<file path="config.mk">
export PLATFORM = sky130hd
export DESIGN_NAME = time_counter
export DESIGN_NICKNAME = d
export VERILOG_FILES = /design/src/rtl/time_counter_pkg.sv /design/src/rtl/bcd_mod_counter.sv /design/src/rtl/time_counter.sv
export SDC_FILE = /design/constraint.sdc
export NUM_CORES = 1
export LEC_CHECK = 0
export CORE_ASPECT_RATIO = 0.75
export CORE_MARGIN = 3
export CORE_UTILIZATION = 55
export CTS_CLUSTER_SIZE = 12
export DETAILED_ROUTE_END_ITERATION = 10
export PLACE_DENSITY = 0.85
export SYNTH_ARGS = -nofsm -noshare
export SYNTH_HDL_FRONTEND = slang
export SYNTH_HIERARCHICAL = 1
export SYNTH_SLANG_ARGS = --single-unit
</file>
<file path="constraint.sdc">
create_clock -name iClk -period 5.21 [get_ports iClk]
set_clock_uncertainty 0.2 [all_clocks]
set_input_delay 0.521 -clock iClk [delete_from_list [all_inputs] [get_ports iClk]]
set_output_delay 0.521 -clock iClk [all_outputs]
set_load 0.03 [all_outputs]
</file>
<file path="src/rtl/time_counter_pkg.sv">
// Shared types and constants for the time-of-day counter.
package time_counter_pkg;

    typedef enum logic [1:0] {
        IDLE  = 2'd0,
        RUN   = 2'd1,
        PAUSE = 2'd2
    } state_t;

    localparam int SEC_MAX = 59;
    localparam int MIN_MAX = 59;
    localparam int BCD_W   = 8;

    function automatic logic [BCD_W-1:0] toBcd(input int v);
        return {4'(v / 10), 4'(v % 10)};
    endfunction

endpackage

</file>
<file path="src/rtl/bcd_mod_counter.sv">
// Two-digit BCD counter, 0..MODULUS-1, with a combinational wrap pulse for chaining.
module bcd_mod_counter
    import time_counter_pkg::*;
#(
    parameter int MODULUS = 60
) (
    input  logic             iClk,
    input  logic             iRst,
    input  logic             iEn,
    input  logic             iClr,
    output logic [BCD_W-1:0] oCount,
    output logic             oWrap
);

    localparam logic [BCD_W-1:0] LAST = toBcd(MODULUS - 1);

    // Wrap is combinational so the next field advances on the same edge.
    assign oWrap = iEn & ~iClr & (oCount == LAST);

    always_ff @(posedge iClk or negedge iRst) begin
        if (!iRst) begin
            oCount <= '0;
        end else if (iClr) begin
            oCount <= '0;
        end else if (iEn) begin
            if (oCount == LAST)
                oCount <= '0;
            else if (oCount[3:0] == 4'd9)
                oCount <= {oCount[7:4] + 4'd1, 4'd0};
            else
                oCount <= {oCount[7:4], oCount[3:0] + 4'd1};
        end
    end

endmodule

</file>
<file path="src/rtl/time_counter.sv">
// Run/pause/set time-of-day counter driven by a divided tick; hh:mm:ss in BCD.
module time_counter
    import time_counter_pkg::*;
#(
    parameter int HOUR_MAX = 24
) (
    input  logic             iClk,
    input  logic             iRst,
    input  logic             iTick,
    input  logic             iStart,
    input  logic             iStop,
    input  logic             iClear,
    input  logic             iIncMin,
    input  logic             iIncHour,
    output logic [BCD_W-1:0] oSec,
    output logic [BCD_W-1:0] oMin,
    output logic [BCD_W-1:0] oHour,
    output logic             oRunning,
    output logic             oCarry
);

    state_t state;
    logic   tickQ;
    logic   secEvt, running, setMode;
    logic   secEn, minEn, hourEn;
    logic   secWrap, minWrap, hourWrap, dayWrap;

    assign secEvt  = iTick != tickQ;
    assign running = state == RUN;
    assign setMode = ~running;

    // Set-mode increments never ripple upward; only the run chain carries.
    assign secEn   = running & secEvt;
    assign minEn   = secWrap | (setMode & iIncMin);
    assign hourEn  = (secWrap & minWrap) | (setMode & iIncHour);
    assign dayWrap = secWrap & minWrap & hourWrap;

    bcd_mod_counter #(.MODULUS(SEC_MAX + 1)) uSec (
        .iClk(iClk), .iRst(iRst), .iEn(secEn), .iClr(iClear),
        .oCount(oSec), .oWrap(secWrap)
    );

    bcd_mod_counter #(.MODULUS(MIN_MAX + 1)) uMin (
        .iClk(iClk), .iRst(iRst), .iEn(minEn), .iClr(iClear),
        .oCount(oMin), .oWrap(minWrap)
    );

    bcd_mod_counter #(.MODULUS(HOUR_MAX)) uHour (
        .iClk(iClk), .iRst(iRst), .iEn(hourEn), .iClr(iClear),
        .oCount(oHour), .oWrap(hourWrap)
    );

    always_ff @(posedge iClk or negedge iRst) begin
        if (!iRst) begin
            state    <= IDLE;
            tickQ    <= 1'b0;
            oRunning <= 1'b0;
            oCarry   <= 1'b0;
        end else begin
            tickQ  <= iTick;
            oCarry <= dayWrap;
            if (iClear) begin
                state    <= IDLE;
                oRunning <= 1'b0;
            end else begin
                case (state)
                    IDLE, PAUSE: if (iStart && !iStop) begin
                        state    <= RUN;
                        oRunning <= 1'b1;
                    end
                    RUN: if (iStop && !iStart) begin
                        state    <= PAUSE;
                        oRunning <= 1'b0;
                    end
                    default: begin
                        state    <= IDLE;
                        oRunning <= 1'b0;
                    end
                endcase
            end
        end
    end

endmodule

</file>
==> results.yml, run 1 <==
status:
  status: "complete, no violations"
synthesis:
  synth_edf_count: 0
  synth_cell_types: 45
  synthCells: 167
  synthMuxAreaShare_pct: 1.34
  yosysTopAreaCell: "dfrtp_1"
  ys_seq_elements: 28
  synth_adder_area_share_pct: 8.95
  seq_area_frac_synth_pct: 41.8
  synth_compound_area_share_pct: 15.5
  synth-main-ff-cell: "dfrtp_1"
  avgSynthCellArea_um2: 10.0
  synth_top_cell_area_share_pct: 41.8
  syn_area_um2: 1680
  synthTopCellsByArea: "dfrtp_1, ha_1, nand3b_1, a21oi_1, nand2b_1"
  synth_top_family_by_area: "simple AND/OR/NAND/NOR gates"
  synthArstFlopShare_pct: 100
  synth_simple_gate_area_share_pct: 29.1
  synth_xor_area_share_pct: 1.04
  ys_warn_count: 6
  syn_nets: 187
setup_path:
  arrival_ns: 3.91
  path_cells: "clkdlybuf4s50_1 -> xnor2_1 -> nor2_1 -> nand4b_2 -> nor3_1 -> a21o_1 -> nand4b_2 -> nor3_1 -> a22o_1 -> and4b_2 -> nand4_1 -> mux2_2"
  critPathSlowestCell: "clkdlybuf4s50_1"
  worst_setup_path_end_kind: "flop"
  cp_top_family: "simple AND/OR/NAND/NOR gates"
  critPathRequiredTime_ns: 5.18
  slowest_delay_ns: 0.44
  path_buf_inv: 1
  crit_fanout: 12
  crit_type: "in2reg"
  start_kind: "input pin"
route:
  viasPerCell: 5.99
  drt_pre_antenna_iters: 4
  drt_iter0_drc: 161
  drtAntennaViolNets: 0
  drt_wl_total_mm: 3.83
  vias: 1425
  wire_per_inst_um: 16.1
  route.detailed.drc: 0
floorplanning:
  core-area_um2: 2760
  row_count: 16
  die_w_um: 69.8
  die_y_um: 53.8
  initial_core_util_pct: 60.7
  boundaryPins: 34
  die_area_um2: 3760
global_route:
  grt_pass1_vias: 1367
  grt_max_degree: 43
  track_usage_pct: 22.8
  antenna_found_initial: 0
  grt_pass1_wl_mm: 6.71
  grt_overflow: 0
timing:
  slew_violations: 0
  layout_min_cycle_time_ns: 3.94
  setup_viol: 0
  relSlewSlack_pct: 69.1
  hold_viol: 0
  clock.fmax_ghz: 0.254
  fin_crit_sh_pct: 75.6
  worst_slew_pin_slew_ns: 0.461
  fin_setup_tns_ns: 0
  rsz0062_at_grt: "no"
place:
  gp_congestion: 0.756
  dp_hpwl_mm: 2.69
  io_buffers: 33
layout:
  nets: 223
  final_layout_size_suffix_gt1_share_pct: 8.91
  diodes: 0
  areaGrowthSynthToFinish_pct: 26.5
clocking:
  cts_sinks: 28
  cts_tree: "done"
  ctsHoldBuffers: 0
  clkTransAtPathRegs_ns: 0.10
  cts_buffers: 3
  post_cts_resized: 0
  clock_latency_ns: 0.28
  clock_path_buffers: 2
  htreeDepth: 1
  root_buffer: "clkbuf_8"
  postCtsSetupRepairBufs: 0
power_and_ir_drop:
  p_total_mw: 0.457
  leakagePower_nw: 0.894
  ir_worst_vdd_mv: 0.177
  power_density_nw_per_um2: 215
worst_hold_path:
  min_path_type: "reg2reg"
run:
  max_cap_violations: 0
stage by stage:
stage          hold WS (ns)  instances  cell area, µm²  utilization [%]  setup slack, ns
3_5_place_dp          0.351        234            2050             74.3             1.09
5_1_grt               0.421        238            2120             76.9            0.977
2_1_floorplan        0.0254        167            1680                -             2.08
4_1_cts               0.368        238            2120             76.9             1.32
3_3_place_gp          0.343        234            2050             74.3             1.27
6_report              0.371        238            2120             76.9             1.27
cells in the mapped netlist (2+ instances only):
| cell type | n |
|---|---|
| dfrtp_1 | 28 |
| ha_1 | 12 |
| nand3b_1 | 12 |
| nor2_1 | 11 |
| a21oi_1 | 10 |
| nand2_1 | 10 |
| nand2b_1 | 8 |
| o21ai_0 | 7 |
| inv_1 | 6 |
| nor2b_1 | 6 |
| and4b_1 | 4 |
| nand3_1 | 4 |
| clkbuf_1 | 3 |
| nor3_1 | 3 |
| o31ai_1 | 3 |
| o32ai_1 | 3 |
| a211o_1 | 2 |
| a32o_1 | 2 |
| mux2_2 | 2 |
| nand2b_4 | 2 |
| nand4_1 | 2 |
| nand4b_2 | 2 |
| or2b_1 | 2 |
| or4_1 | 2 |
cell families (layout without fill, tap and decap cells):
group                      Yosys count  in the layout
AOI/OAI and AO/OA                   38             38
xor gates and xnor gates             2              2
adders and majority gates           12             12
buffers and inverters               10             45
DFF                                 28             28
muxes                                2              2
and+or+nand+nor                     75             75
sequential cells by signal, indices dropped and copies added (netlist names):
| register | cells |
|---|---|
| uHour/oCount | 8 |
| oCarry | 1 |
| state | 2 |
| uSec/oCount | 8 |
| tickQ | 1 |
| uMin/oCount | 8 |
cells in the final DEF, fill, tap and decap left out, drive strengths merged, types with 2 or more instances in the layout:
cell / count
ha: 12
nand2: 10
inv: 6
clkbuf: 3
dfrtp: 28
nor2b: 7
a21oi: 11
nor2: 11
nand3b: 12
clkdlybuf4s50: 33
nand2b: 10
o21ai: 7
nor3: 3
a211o: 2
nand4: 2
or2b: 2
a32o: 2
nand4b: 2
o31ai: 3
and4b: 5
nand3: 4
or4: 2
buf: 2
mux2: 2
o32ai: 3
report_power, final:
| part | switching [mW] | leakage [nW] | total (mW) | internal (mW) |
|---|---|---|---|---|
| clock network | 0.0689 | 0.0357 | 0.172 | 0.103 |
| registers | 0.00683 | 0.386 | 0.228 | 0.222 |
| logic | 0.0328 | 0.472 | 0.0572 | 0.0244 |
path summary, 6_finish.rpt:
check,startpoint,end,slack [ns],cells past startpoint
max in group asynchronous,iRst,uMin/oCount[3],4.13,2
min in group asynchronous,iRst,uHour/oCount[2],0.41,2
hold / removal,state[1],state[1],0.37,2
setup / recovery,iTick,uHour/oCount[7],1.27,12
setup reg to reg,state[1],uHour/oCount[7],1.52,11
hold reg to reg,state[1],state[1],0.37,2
routing by layer:
layer / track usage (%) / wire (µm) / up-vias
li1: - / - / 688
met1: 30.8 / 1790 / 685
met2: 36.5 / 1770 / 48
met3: 6.53 / 241 / 4
met4: 6.37 / 25 / 0
met5: 0 / 0 / -
cell type report:
type	count	area, µm²
fill	209	639
clock buffer	3	41.3
sequential	28	701
multi-input combinational	129	938
tap	36	45.0
timing repair buffer	35	345
inverter	6	22.5
clock inverter	1	30.0
worst reg2reg max path, stage by stage, from the launching register on:
cell,delay (ns)
dfrtp_1,0.39
nand2b_4,0.17
nor2_1,0.39
nand4b_2,0.20
nor3_1,0.42
a21o_1,0.28
nand4b_2,0.17
nor3_1,0.24
a22o_1,0.40
and4b_2,0.34
nand4_1,0.12
mux2_2,0.28
Note: power is estimated with default switching activity, not from simulation.
==> inputs of run 2 (changes only) <==
--- a/config.mk
+++ b/config.mk
@@ -7,10 +7,10 @@
 export LEC_CHECK = 0
 export CORE_ASPECT_RATIO = 0.75
 export CORE_MARGIN = 3
-export CORE_UTILIZATION = 55
+export CORE_UTILIZATION = 46
 export CTS_CLUSTER_SIZE = 12
 export DETAILED_ROUTE_END_ITERATION = 10
-export PLACE_DENSITY = 0.85
+export PLACE_DENSITY = 0.76
 export SYNTH_ARGS = -nofsm -noshare
 export SYNTH_HDL_FRONTEND = slang
 export SYNTH_HIERARCHICAL = 1
==> constraint.sdc (replaced) <==
create_clock -name iClk -period 3.5 [get_ports iClk]
set_clock_uncertainty 0.2 [all_clocks]
set_input_delay 0.35 -clock iClk [delete_from_list [all_inputs] [get_ports iClk]]
set_output_delay 0.35 -clock iClk [all_outputs]
set_load 0.03 [all_outputs]
==> run 2 against run 1 <==
Global-route usage decreased by 4.3 points. Die area is 18% higher. Count of clock-buffer cells in the layout rose by 1. Final cell count up 7.1%. Critical path depth unchanged. Core utilization down 14 points. Final area up 1.1%. Wire length decreased by 2.0%. Largest cell class unchanged.
==> results.yml, run 2 (synthesis results as in run 1) <==
floorplanning:
  die_y_um: 58.3
  boundaryPins: 34
  core-area_um2: 3400
  die_area_um2: 4420
  initial_core_util_pct: 49.3
  die_w_um: 75.7
  row_count: 18
clocking:
  htreeDepth: 1
  cts_sinks: 28
  root_buffer: "clkbuf_8"
  clock_latency_ns: 0.28
  ctsHoldBuffers: 0
  cts_buffers: 3
  clkTransAtPathRegs_ns: 0.10
  cts_tree: "done"
  postCtsSetupRepairBufs: 0
  clock_path_buffers: 2
  post_cts_resized: 0
timing:
  fin_crit_sh_pct: 86.8
  hold_viol: 0
  fin_setup_tns_ns: 0
  rsz0062_at_grt: "no"
  worst_slew_pin_slew_ns: 0.398
  clock.fmax_ghz: 0.329
  fin_ws_ns: 0.461
  layout_min_cycle_time_ns: 3.04
  slew_violations: 0
  relSlewSlack_pct: 73.1
  setup_viol: 0
setup_path:
  path_cells: "clkdlybuf4s50_1 -> xnor2_1 -> nor2_1 -> nand4b_2 -> nor3_1 -> a21o_1 -> nand4b_2 -> nor3_1 -> a22o_1 -> and4b_2 -> nand4_1 -> mux2_2"
  critPathRequiredTime_ns: 3.47
  crit_type: "in2reg"
  slowest_delay_ns: 0.45
  arrival_ns: 3.01
  critPathSlowestCell: "clkdlybuf4s50_1"
  crit_fanout: 5
  start_kind: "input pin"
  path_buf_inv: 1
  worst_setup_path_end_kind: "flop"
  cp_top_family: "simple AND/OR/NAND/NOR gates"
route:
  drt_wl_total_mm: 3.75
  drt_iter0_drc: 75
  drtAntennaViolNets: 0
  viasPerCell: 5.59
  wire_per_inst_um: 14.7
  vias: 1425
  route.detailed.drc: 0
  drt_pre_antenna_iters: 4
layout:
  final_common_cell: "clkdlybuf4s50_1"
  largestRegisters: "uHour/oCount (8), uMin/oCount (8), uSec/oCount (8)"
  mostFrequentLayoutCells: "clkdlybuf4s50_1, dfrtp_1, nand3b_1, ha_1, nor2_1"
  regArea_um2: 701
  diodes: 0
  nets: 226
  final_cell_area_um2: 2150
  areaGrowthSynthToFinish_pct: 28.0
  multi_input_comb_area_um2: 938
  fillers: 261
  final_layout_size_suffix_gt1_share_pct: 10.2
place:
  placed_area_um2: 2090
  io_buffers: 33
  dp_hpwl_mm: 2.68
  place_ws_ns: 0.171
  gp_congestion: 0.846
global_route:
  grt_max_degree: 42
  track_usage_pct: 18.6
  grt_overflow: 0
  grt_pass1_vias: 1364
  grt_pass1_wl_mm: 6.29
  antenna_found_initial: 0
run:
  max_cap_violations: 0
power_and_ir_drop:
  power_density_nw_per_um2: 296
  leakagePower_nw: 0.902
  p_total_mw: 0.636
  ir_worst_vdd_mv: 0.250
status:
  status: "complete, no violations"
worst_hold_path:
  min_path_type: "in2async"
## run 2: through the flow
step	instances	hold slack [ns]	util, %
after detailed placement	251	0.355	61.5
after global placement	251	0.343	61.5
after CTS	255	0.249	63.1
after floorplan	167	-0.146	-
after global routing	255	0.269	63.1
final	255	0.238	63.1
## run 2: worst paths after layout
kind,end,slack (ns),cells after the start,start
hold / removal,uHour/oCount[1],0.24,2,iRst
max in group asynchronous,uMin/oCount[3],2.59,2,iRst
hold reg to reg,state[1],0.38,2,state[1]
min in group iClk,tickQ,0.37,1,iTick
setup / recovery,uHour/oCount[7],0.46,12,iTick
setup reg to reg,uHour/oCount[7],0.52,11,uSec/oCount[1]
## run 2: worst register-to-register path, stage by stage, from the launching register on
cell and delay (ns):
dfrtp_1 0.45, inv_1 0.08, ha_1 0.25, nand4b_2 0.17
nor3_1 0.30, a21o_1 0.16, nand4b_2 0.15, nor3_1 0.24
a22o_1 0.20, and4b_2 0.29, nand4_1 0.11, mux2_2 0.29
## run 2: area by class of cell
type,instances,share of cell area (%)
well taps,50,2.91
multi-input cells,129,43.7
repair buffers,38,17.1
clock buffers,4,2.56
flip-flops and latches,28,32.6
inverters,6,1.05
## run 2: report_power, final
group	internal (mW)	leakage, nW	switching (mW)
Combinational	0.0395	0.488	0.0494
Sequential	0.330	0.386	0.00946
Clock	0.101	0.0288	0.107
Total	0.470	0.902	0.166
## run 2: metal layers
metal	vias up	track usage (%)	wire (µm)	part of all wire (%)
met4	0	7.48	64	1.7
li1	693	-	-	-
met2	27	30.0	1870	50
met5	-	0	0	0
met1	696	24.0	1710	46
met3	9	4.27	110	2.9
==> inputs of run 3 (changes only) <==
--- a/config.mk
+++ b/config.mk
@@ -7,10 +7,9 @@
 export LEC_CHECK = 0
 export CORE_ASPECT_RATIO = 0.75
 export CORE_MARGIN = 3
-export CORE_UTILIZATION = 46
+export CORE_UTILIZATION = 31
 export CTS_CLUSTER_SIZE = 12
 export DETAILED_ROUTE_END_ITERATION = 10
-export PLACE_DENSITY = 0.76
 export SYNTH_ARGS = -nofsm -noshare
 export SYNTH_HDL_FRONTEND = slang
 export SYNTH_HIERARCHICAL = 1
==> run 3 against run 2 <==
Final area is 0.64% higher. Worst hold slack better by 0.012 ns. Highest routed layer unchanged. Critical endpoint unchanged. Combinational power is 2% lower.
==> results.yml, run 3 (synthesis results as in run 1) <==
setup_path:
  r2r_setup_slack_ns: 0.46
  crit_fanout: 5
  crit_type: "in2reg"
  worst_setup_path_end_kind: "flop"
  critPathRequiredTime_ns: 3.47
  start_kind: "input pin"
  r2r_end: "uHour/oCount[7]"
  reg2regPathDepth: 11
  arrival_ns: 3.08
  reg2reg_from: "state[1]"
floorplanning:
  row_count: 22
  die_y_um: 69.7
  die_area_um2: 6340
  core-area_um2: 5060
  die_w_um: 91.0
  boundaryPins: 34
  initial_core_util_pct: 33.1
timing:
  fin_setup_tns_ns: 0
  rsz0062_at_grt: "no"
  setup_viol: 0
  relSlewSlack_pct: 74.1
  fin_crit_sh_pct: 88.9
  slew_violations: 0
  layout_min_cycle_time_ns: 3.11
  hold_viol: 0
  worst_slew_pin_slew_ns: 0.383
  clock.fmax_ghz: 0.321
layout:
  final_cell_area_um2: 2160
  final_layout_size_suffix_gt1_share_pct: 9.80
  mostFrequentLayoutCells: "clkdlybuf4s50_1, dfrtp_1, nand3b_1, ha_1, nor2_1"
  diodes: 0
  final_common_cell: "clkdlybuf4s50_1"
  nets: 226
  areaGrowthSynthToFinish_pct: 28.8
  largestRegisters: "uHour/oCount (8), uMin/oCount (8), uSec/oCount (8)"
power_and_ir_drop:
  ir_worst_vdd_mv: 0.108
  p_total_mw: 0.602
  leakagePower_nw: 0.895
  power_density_nw_per_um2: 278
clocking:
  root_buffer: "clkbuf_8"
  cts_sinks: 28
  post_cts_resized: 0
  postCtsSetupRepairBufs: 0
  clock_path_buffers: 2
  clkTransAtPathRegs_ns: 0.09
  htreeDepth: 1
  cts_tree: "done"
  ctsHoldBuffers: 0
  clock_latency_ns: 0.27
  cts_buffers: 3
place:
  placed_area_um2: 2120
  io_buffers: 33
  dp_hpwl_mm: 2.57
  gp_congestion: 0.760
route:
  drtAntennaViolNets: 0
  vias: 1377
  viasPerCell: 4.99
  drt_pre_antenna_iters: 4
  wire_per_inst_um: 13.2
  drt_iter0_drc: 79
  drt_wl_total_mm: 3.65
  route.detailed.drc: 0
global_route:
  track_usage_pct: 12.2
  grt_pass1_wl_mm: 6.43
  grt_overflow: 0
  grt_max_degree: 42
  grt_pass1_vias: 1356
  antenna_found_initial: 0
run:
  max_cap_violations: 0
worst_hold_path:
  min_path_type: "in2async"
status:
  status: "complete, no violations"
run 3: critical path: stages:
cell             delay (ns)
clkdlybuf4s50_1        0.44
xnor2_1                0.13
nor2_1                 0.19
nand4b_2               0.20
nor3_1                 0.32
a21o_1                 0.16
nand4b_2               0.15
nor3_1                 0.26
a22o_1                 0.20
and4b_2                0.29
nand4_1                0.12
mux2_2                 0.28
run 3: cell type report:
class / count / area (µm²)
Fill cell: 506 / 2900
Multi-Input combinational cell: 129 / 938
Sequential cell: 28 / 701
Timing Repair Buffer: 38 / 368
Tap cell: 72 / 90.1
Clock buffer: 3 / 41.3
Inverter: 6 / 22.5
run 3: worst max path at each step:
stage / startpoint / end / slack, ns / cells past startpoint
after CTS: iTick / uHour/oCount[7] / 0.42 / 12
after detailed placement: iTick / uHour/oCount[7] / 0.16 / 12
after floorplan: state[0] / uHour/oCount[7] / 0.37 / 11
after global placement: iTick / uHour/oCount[7] / 0.25 / 12
after global routing: iTick / uHour/oCount[2] / 0.1 / 13
final: iTick / uHour/oCount[7] / 0.39 / 12
run 3: metrics by stage:
step	hold slack, ns	util [%]	worst slack (ns)	std cells
after floorplan	-0.146	-	0.368	167
after global placement	0.356	41.8	0.250	273
after detailed placement	0.357	41.8	0.158	273
after CTS	0.262	42.7	0.423	276
after global routing	0.287	42.7	0.0980	276
final	0.250	42.7	0.388	276
run 3: power by group:
group / leakage [nW] / switching [mW] / internal [mW] / total [mW]
clock: 0.0216 / 0.0980 / 0.0773 / 0.175
sequential: 0.386 / 0.00910 / 0.330 / 0.339
combinational: 0.488 / 0.0482 / 0.0393 / 0.0875
run 3: per-layer routing:
metal	share of wire [%]	vias up	GRT usage, %	wire, µm
li1	-	691	-	-
met4	0.22	0	2.01	8
met5	0	-	0	0
met1	50	641	17.4	1820
met2	43	43	18.3	1560
met3	7.3	2	3.80	265
